`src/rtl/lcd_pkg.sv`:
```
// Shared types and default timing for the RGB-parallel LCD stream controller.
// Phase encoding is common to the frame FSM and both phase counters.
package lcd_pkg;

  typedef enum logic [1:0] {
    PH_IDLE = 2'd0,
    PH_BP   = 2'd1,
    PH_ACT  = 2'd2,
    PH_FP   = 2'd3
  } phase_e;

  // 800x480 panel defaults
  localparam int unsigned DEF_H_BP     = 10;
  localparam int unsigned DEF_H_ACTIVE = 800;
  localparam int unsigned DEF_H_FP     = 40;
  localparam int unsigned DEF_H_SYNC   = 4;
  localparam int unsigned DEF_V_BP     = 10;
  localparam int unsigned DEF_V_ACTIVE = 480;
  localparam int unsigned DEF_V_FP     = 10;
  localparam int unsigned DEF_V_SYNC   = 2;
  localparam int unsigned DEF_CW       = 8;

  // HSYNC/VSYNC are active-low on this panel family
  localparam logic SYNC_ACTIVE = 1'b0;

  function automatic int unsigned max3(input int unsigned a, input int unsigned b,
                                       input int unsigned c);
    int unsigned m;
    m = (a > b) ? a : b;
    return (m > c) ? m : c;
  endfunction

endpackage

```
`src/rtl/lcd_phase_counter.sv`:
```
// One timing axis: cycles BP -> ACT -> FP -> BP, counting slots within each segment.
// Used for horizontal (advance every clk) and vertical (advance on line wrap).
module lcd_phase_counter
  import lcd_pkg::*;
#(
  parameter int unsigned BP    = 10,
  parameter int unsigned ACT   = 800,
  parameter int unsigned FP    = 40,
  parameter int unsigned SYNC  = 4,
  parameter int unsigned CNT_W = $clog2(max3(BP, ACT, FP)) + 1
) (
  input  logic             clk,
  input  logic             aresetn,
  input  logic             clear,
  input  logic             advance,
  output phase_e           phase,
  output logic [CNT_W-1:0] count,
  output logic             wrap,
  output logic             sync_n
);

  logic [CNT_W-1:0] last;
  logic             seg_end;

  always_comb begin
    last = CNT_W'(BP - 1);
    case (phase)
      PH_ACT:  last = CNT_W'(ACT - 1);
      PH_FP:   last = CNT_W'(FP - 1);
      default: last = CNT_W'(BP - 1);
    endcase
  end

  assign seg_end = (count == last);

  always_ff @(posedge clk) begin
    if (!aresetn || clear) begin
      phase <= PH_BP;
      count <= '0;
    end else if (advance) begin
      if (seg_end) begin
        count <= '0;
        case (phase)
          PH_BP:   phase <= PH_ACT;
          PH_ACT:  phase <= PH_FP;
          default: phase <= PH_BP;
        endcase
      end else begin
        count <= count + CNT_W'(1);
      end
    end
  end

  // wrap marks the final slot of the whole BP+ACT+FP period
  assign wrap   = advance && seg_end && (phase == PH_FP);
  assign sync_n = ((phase == PH_BP) && (count < CNT_W'(SYNC))) ? SYNC_ACTIVE : ~SYNC_ACTIVE;

endmodule

```
`src/rtl/lcd_stream_controller.sv`:
```
// DE + HSYNC/VSYNC LCD timing generator that drains a valid/ready pixel stream
// into the active window, single-shot or continuous, with sticky underflow flag.
module lcd_stream_controller
  import lcd_pkg::*;
#(
  parameter int unsigned H_BP     = DEF_H_BP,
  parameter int unsigned H_ACTIVE = DEF_H_ACTIVE,
  parameter int unsigned H_FP     = DEF_H_FP,
  parameter int unsigned H_SYNC   = DEF_H_SYNC,
  parameter int unsigned V_BP     = DEF_V_BP,
  parameter int unsigned V_ACTIVE = DEF_V_ACTIVE,
  parameter int unsigned V_FP     = DEF_V_FP,
  parameter int unsigned V_SYNC   = DEF_V_SYNC,
  parameter int unsigned CW       = DEF_CW,
  parameter logic [3*CW-1:0] UNDERFLOW_RGB = (3*CW)'(24'hFF00FF),
  localparam int unsigned X_W  = (H_ACTIVE > 1) ? $clog2(H_ACTIVE) : 1,
  localparam int unsigned Y_W  = (V_ACTIVE > 1) ? $clog2(V_ACTIVE) : 1,
  localparam int unsigned H_CW = $clog2(max3(H_BP, H_ACTIVE, H_FP)) + 1,
  localparam int unsigned V_CW = $clog2(max3(V_BP, V_ACTIVE, V_FP)) + 1
) (
  input  logic            clk,
  input  logic            aresetn,
  input  logic            i_start,
  input  logic            i_continuous,
  input  logic            i_stop,
  input  logic            s_valid,
  input  logic [3*CW-1:0] s_data,
  output logic            s_ready,
  output logic            o_clk,
  output logic            o_data_en,
  output logic            o_hsync,
  output logic            o_vsync,
  output logic [CW-1:0]   o_red,
  output logic [CW-1:0]   o_green,
  output logic [CW-1:0]   o_blue,
  output logic [X_W-1:0]  o_x,
  output logic [Y_W-1:0]  o_y,
  output logic            o_frame_start,
  output logic            o_busy,
  output logic            o_underflow
);

  phase_e            state, state_nxt;
  logic              frame_begin;
  logic              busy;
  logic              mode;
  logic              stop_req;
  logic              stop_now;

  phase_e            h_phase, v_phase;
  logic [H_CW-1:0]   h_count;
  logic [V_CW-1:0]   v_count;
  logic              h_wrap, v_wrap;
  logic              h_sync_n, v_sync_n;
  logic              active;
  logic              first_slot;

  assign busy = (state != PH_IDLE);

  // Counters sit at BP/0 while idle, so the first slot is ready on the start edge
  lcd_phase_counter #(
    .BP   (H_BP),
    .ACT  (H_ACTIVE),
    .FP   (H_FP),
    .SYNC (H_SYNC),
    .CNT_W(H_CW)
  ) u_hcnt (
    .clk    (clk),
    .aresetn(aresetn),
    .clear  (!busy),
    .advance(busy),
    .phase  (h_phase),
    .count  (h_count),
    .wrap   (h_wrap),
    .sync_n (h_sync_n)
  );

  lcd_phase_counter #(
    .BP   (V_BP),
    .ACT  (V_ACTIVE),
    .FP   (V_FP),
    .SYNC (V_SYNC),
    .CNT_W(V_CW)
  ) u_vcnt (
    .clk    (clk),
    .aresetn(aresetn),
    .clear  (!busy),
    .advance(busy && h_wrap),
    .phase  (v_phase),
    .count  (v_count),
    .wrap   (v_wrap),
    .sync_n (v_sync_n)
  );

  // A stop raised in the very last slot still prevents the restart
  assign stop_now = stop_req || i_stop;

  always_ff @(posedge clk) begin
    if (!aresetn) begin
      state <= PH_IDLE;
    end else begin
      state <= state_nxt;
    end
  end

  always_comb begin
    state_nxt   = state;
    frame_begin = 1'b0;
    case (state)
      PH_IDLE: begin
        if (i_start) begin
          state_nxt   = PH_BP;
          frame_begin = 1'b1;
        end
      end
      PH_BP: begin
        if (h_wrap && (v_count == V_CW'(V_BP - 1))) state_nxt = PH_ACT;
      end
      PH_ACT: begin
        if (h_wrap && (v_count == V_CW'(V_ACTIVE - 1))) state_nxt = PH_FP;
      end
      PH_FP: begin
        if (v_wrap) begin
          if (mode && !stop_now) begin
            state_nxt   = PH_BP;
            frame_begin = 1'b1;
          end else begin
            state_nxt = PH_IDLE;
          end
        end
      end
      default: state_nxt = PH_IDLE;
    endcase
  end

  // Start with stop together loads a pending stop, giving exactly one frame
  always_ff @(posedge clk) begin
    if (!aresetn) begin
      mode     <= 1'b0;
      stop_req <= 1'b0;
    end else if (frame_begin) begin
      mode     <= i_continuous;
      stop_req <= i_stop;
    end else if (busy && i_stop) begin
      stop_req <= 1'b1;
    end
  end

  assign active     = (state == PH_ACT) && (h_phase == PH_ACT);
  assign first_slot = (state == PH_BP) && (v_phase == PH_BP) && (v_count == '0) &&
                      (h_phase == PH_BP) && (h_count == '0);

  assign s_ready = active;
  assign o_busy  = busy;
  assign o_clk   = ~clk;

  always_ff @(posedge clk) begin
    if (!aresetn) begin
      o_data_en                  <= 1'b0;
      o_hsync                    <= ~SYNC_ACTIVE;
      o_vsync                    <= ~SYNC_ACTIVE;
      {o_red, o_green, o_blue}   <= '0;
      o_x                        <= '0;
      o_y                        <= '0;
      o_frame_start              <= 1'b0;
      o_underflow                <= 1'b0;
    end else begin
      o_data_en     <= active;
      o_hsync       <= busy ? h_sync_n : ~SYNC_ACTIVE;
      o_vsync       <= busy ? v_sync_n : ~SYNC_ACTIVE;
      o_x           <= active ? X_W'(h_count) : '0;
      o_y           <= active ? Y_W'(v_count) : '0;
      o_frame_start <= busy && first_slot;
      if (active) begin
        {o_red, o_green, o_blue} <= s_valid ? s_data : UNDERFLOW_RGB;
      end else begin
        {o_red, o_green, o_blue} <= '0;
      end
      if (frame_begin) begin
        o_underflow <= 1'b0;
      end else if (active && !s_valid) begin
        o_underflow <= 1'b1;
      end
    end
  end

endmodule

```
`config.mk`:
```
export PLATFORM = sky130hd
export DESIGN_NAME = lcd_stream_controller
export DESIGN_NICKNAME = d
export VERILOG_FILES = /design/src/rtl/lcd_pkg.sv /design/src/rtl/lcd_phase_counter.sv /design/src/rtl/lcd_stream_controller.sv
export SDC_FILE = /design/constraint.sdc
export NUM_CORES = 1
export LEC_CHECK = 0
export ABC_CLOCK_PERIOD_IN_PS = 6600
export BUFFER_PORTS_ARGS = -buffer_cell sky130_fd_sc_hd__buf_4
export CAP_MARGIN = 15
export CORE_AREA = 10 10 94 137
export DETAILED_ROUTE_END_ITERATION = 8
export DIE_AREA = 0 0 104 147
export GPL_TIMING_DRIVEN = 1
export PLACE_DENSITY = 0.52
export SLEW_MARGIN = 40
export SYNTH_ARGS = -nofsm -noshare
export SYNTH_HDL_FRONTEND = slang
export SYNTH_HIERARCHICAL = 1
export SYNTH_SLANG_ARGS = --single-unit
```
`constraint.sdc`:
```
create_clock -name clk -period 6.6 [get_ports clk]
set_clock_uncertainty 0.2 [all_clocks]
set_input_delay 0.99 -clock clk [delete_from_list [all_inputs] [get_ports clk]]
set_output_delay 0.99 -clock clk [all_outputs]
set_load 0.05 [all_outputs]
```
After elaboration in Yosys (flattened, before gate mapping) --
Index checks and enable logic that the tools add are counted.
Word-level totals: bits of input ports 30, flip-flop bits (word level) 77, output and inout port bits 51, word-level logic and storage cells 97
Operators by class: add/subtract/negate cells 2, equality and inequality tests 17, reductions and logical operators 36, bitwise gates (word level) 2, magnitude comparators 2, muxes and demuxes 21
Operators with widths (number):
- 24-bit 2-to-1 mux | 1
- 10-bit case mux with 2 select lines | 1
- 1-bit logical AND | 18
- 2-bit equality test (second input constant) | 6
- 11-bit by 1-bit adder with 11-bit output (second input constant) | 1
- 11-bit by 10-bit equality test with 1-bit output | 1
- 11-bit zero test | 1
- 11-bit by 3-bit less-than comparator with 1-bit output (second input constant) | 1
- 11-bit 2-to-1 mux | 1
- 10-bit by 1-bit adder with 10-bit output (second input constant) | 1
- 10-bit by 4-bit equality test with 1-bit output (second input constant) | 1
- 10-bit by 9-bit equality test with 1-bit output | 1
- 10-bit by 9-bit equality test with 1-bit output (second input constant) | 1
- 10-bit zero test | 1
- 10-bit by 2-bit less-than comparator with 1-bit output (second input constant) | 1
- 10-bit 2-to-1 mux | 1
- 9-bit 2-to-1 mux | 1
- 1-bit 2-to-1 mux | 8
- 2-bit 2-to-1 mux | 4
- 2-bit case mux with 2 select lines | 2
- 2-bit case mux with 4 select lines | 1
- 2-bit AND reduction | 4
- 2-bit by 1-bit equality test with 1-bit output (second input constant) | 3
- 2-bit != test (second input constant) | 3
- 10 further kinds | 16

Logic depth before layout (Yosys ltp) --
depth after elaboration 11, mapped depth 14, mapped depth without buffers 13

By module --
The synthesis kept the hierarchy.
By module, submodules not included:
- lcd_stream_controller | sequential area each 1041.0 um^2, times used 1, area an instance 1770.4 um^2, cells an instance 159
- lcd_phase_counter (u_hcnt) | sequential area each 260.2 um^2, times used 1, area an instance 754.5 um^2, cells an instance 85
- lcd_phase_counter (u_vcnt) | sequential area each 240.2 um^2, times used 1, area an instance 629.4 um^2, cells an instance 69

==> results.toml <==
[run_status]
status = "complete, no violations"

[timing]
setup_slack_ns = 1.538
maxSlewHeadroom = 0.5730
finalSetupTns_ns = 0
rsz0062_at_grt = "no"
hold_violations = 0
slew_viol_final = 0
worst_slew_pin_slew_ns = 0.6405
setup_viol = 0

[worst_hold_path]
hold_path.class = "reg2reg"
holdCritStartpoint = "stop_req"
hold_end = "stop_req"
whs_path_depth = 2

[placed_design]
dp_slack_ns = 1.900
dp_hpwl_um = 6139
port_buffers = 80
dp_cells = 527
gp_congestion = 0.8278

[floorplan]
start_util = 0.3011
die_y_um = 147
rows = 46
core-area_sq_um = 10480
die-area_sq_um = 15290
fp.dieW_um = 104
top_level_ports = 81

[detailed_routing]
avgRoutedWirePerCell_um = 14.69
highest_layer = "met4"
drc = 0
dr_wl_met2_um = 4108
num_vias = 2514
dr.pass1.iters = 4
vias_per_cell = 4.630
wirelength_um = 7976
ant_nets = 0
route.met3.wl_um = 354
met1_length_um = 3261
initialDrtViolationCount = 106

[clock_tree]
cts-htree-levels = 3
insertion_delay_ns = 0.33
post-cts-setup-buffer-count = 0
cts_max_path_buffers = 2
cts_resized = 0
cts-root-buf = "clkbuf_16"
clkTransAtPathRegs_ns = 0.05
cts-buffers-inserted = 9
cts_hold_buf = 0
cts_tree = "yes"

[power_and_ir_drop]
combPwrFrac = 0.178
p_clk_frac = 0.408
switching_power_uw = 364.9
seqPwrFrac = 0.413
ir_drop_v = 0.0001228
power.density_nw_per_um2 = 287.1
intPower_uw = 832.6
p_leak_nw = 1.871
swShare = 0.3047

[setup_path]
cp-start-kind = "clock port"
timing.rr.start = "state[0]"
critPathCaptureType = "output pin"
path_max_fanout = 12
cp.required_ns = 5.41
worstReg2RegEnd = "state[1]"
reg2reg_slack_ns = 2.69
critical_path_arrival_ns = 3.87
critical_path_class = "clk2out"
reg2reg_depth = 13

[cells_and_area]
final_core_util = 0.3981
area_growth_pct = 32.21
final_common_cell = "buf_4"
final_cell_mix = "buf_4, dfxtp_1, and3_1"
drive_gt1_frac = 0.2807
n_antenna_cell = 0
fin_cells = 543
num-nets-final = 439

[logic_synthesis]
synth.avg_cell_area_sq_um = 10.08
syn_nets = 358
synth.distinct_cells = 46
synthArstFlopShare = 0
ys_seq_elements = 77
ys_seq_area_frac = 0.4887
synth_warnings = 6
synth_flop_cell = "dfxtp_1"
synthCells = 313
synth_edf_count = 0
synth_area_sq_um = 3154

[run]
cap_violations = 0

[global_routing]
first_global_vias = 2540
grt_pass1_wl_um = 13200
gr-usage-all-layers = 0.1059
grt_max_degree = 32
overflow = 0
grt_antenna_before_repair = 0
-- cell usage after synthesis (all sizes together), types with 3 or more instances --
master	count	share of area
mux2i	4	0.013
and4	3	0.0083
nor3	8	0.013
xnor2	9	0.025
ha	15	0.060
a21oi	5	0.0079
or3	5	0.0099
clkbuf	5	0.0060
nor4b	3	0.0083
and3	32	0.064
o22ai	3	0.0079
nand4	9	0.018
buf	5	0.0079
inv	14	0.017
nor2	27	0.032
xor2	12	0.033
nor4	8	0.034
nand2	18	0.021
dfxtp	77	0.49
nand3	5	0.0079
o21ai	6	0.012
o21a	16	0.038
nor2b	3	0.0060
-- registers in the layout, summed over array words and instances, names as in the netlist, 8 cells and up --
register      cells
u_hcnt/count     11
o_green           8
o_red             8
o_blue            8
o_x              10
u_vcnt/count     10
o_y               9
-- power by group through the flow --
stage	clock (mW)	combinational, mW	sequential (mW)
floorplan	0.0256	0.136	0.521
global placement	0.0349	0.214	0.504
detailed placement	0.0349	0.216	0.505
CTS	0.502	0.217	0.495
global route	0.522	0.236	0.497
finish	0.489	0.214	0.495
-- layout make-up --
| type | instances | area [sq um] |
|---|---|---|
| fill | 1096 | 6305 |
| multi-input combinational | 212 | 1518 |
| clock buffer | 12 | 250.2 |
| timing repair buffer | 79 | 593.1 |
| sequential | 77 | 1541 |
| inverter | 13 | 48.80 |
| tap | 144 | 180.2 |
| clock inverter | 6 | 38.79 |
-- metal layers --
metal | global-route usage | up-vias
li1 | - | 1261
met1 | 0.1099 | 1170
met2 | 0.1883 | 67
met3 | 0.02715 | 16
met4 | 0.06215 | 0
met5 | 0 | -
-- metrics by stage --
stage / hold WS (ns) / area [sq um] / power, mW
after global routing: 0.3117 / 4170 / 1.255
after detailed placement: 0.2563 / 3891 / 0.7561
final: 0.2700 / 4170 / 1.197
after CTS: 0.2679 / 4169 / 1.214
after global placement: 0.2613 / 3891 / 0.7531
after floorplan: 0.2418 / 3154 / 0.6824
-- cells by family (layout without fill, tap and decap cells) --
| logic type | Yosys count | in the layout | synth area share |
|---|---|---|---|
| DFF | 77 | 77 | 0.4887 |
| AOI/OAI and AO/OA | 40 | 40 | 0.09520 |
| and+or+nand+nor | 131 | 131 | 0.2515 |
| adders and majority gates | 15 | 15 | 0.05950 |
| buffers and inverters | 24 | 110 | 0.03054 |
| xor gates and xnor gates | 21 | 21 | 0.05831 |
| muxes | 5 | 5 | 0.01626 |
-- worst max path at each step --
stage | startpoint | end | cells past startpoint
3_5_place_dp | clk | o_clk | 2
5_1_grt | clk | o_clk | 4
3_3_place_gp | clk | o_clk | 2
2_1_floorplan | clk | o_clk | 1
6_report | clk | o_clk | 4
4_1_cts | clk | o_clk | 4
-- worst max-delay path, cell delays in order --
cell       delay, ns
clkbuf_16       0.16
clkbuf_16       0.17
inv_1           0.05
buf_4           0.18
Note: power is estimated with default switching activity, not from simulation.
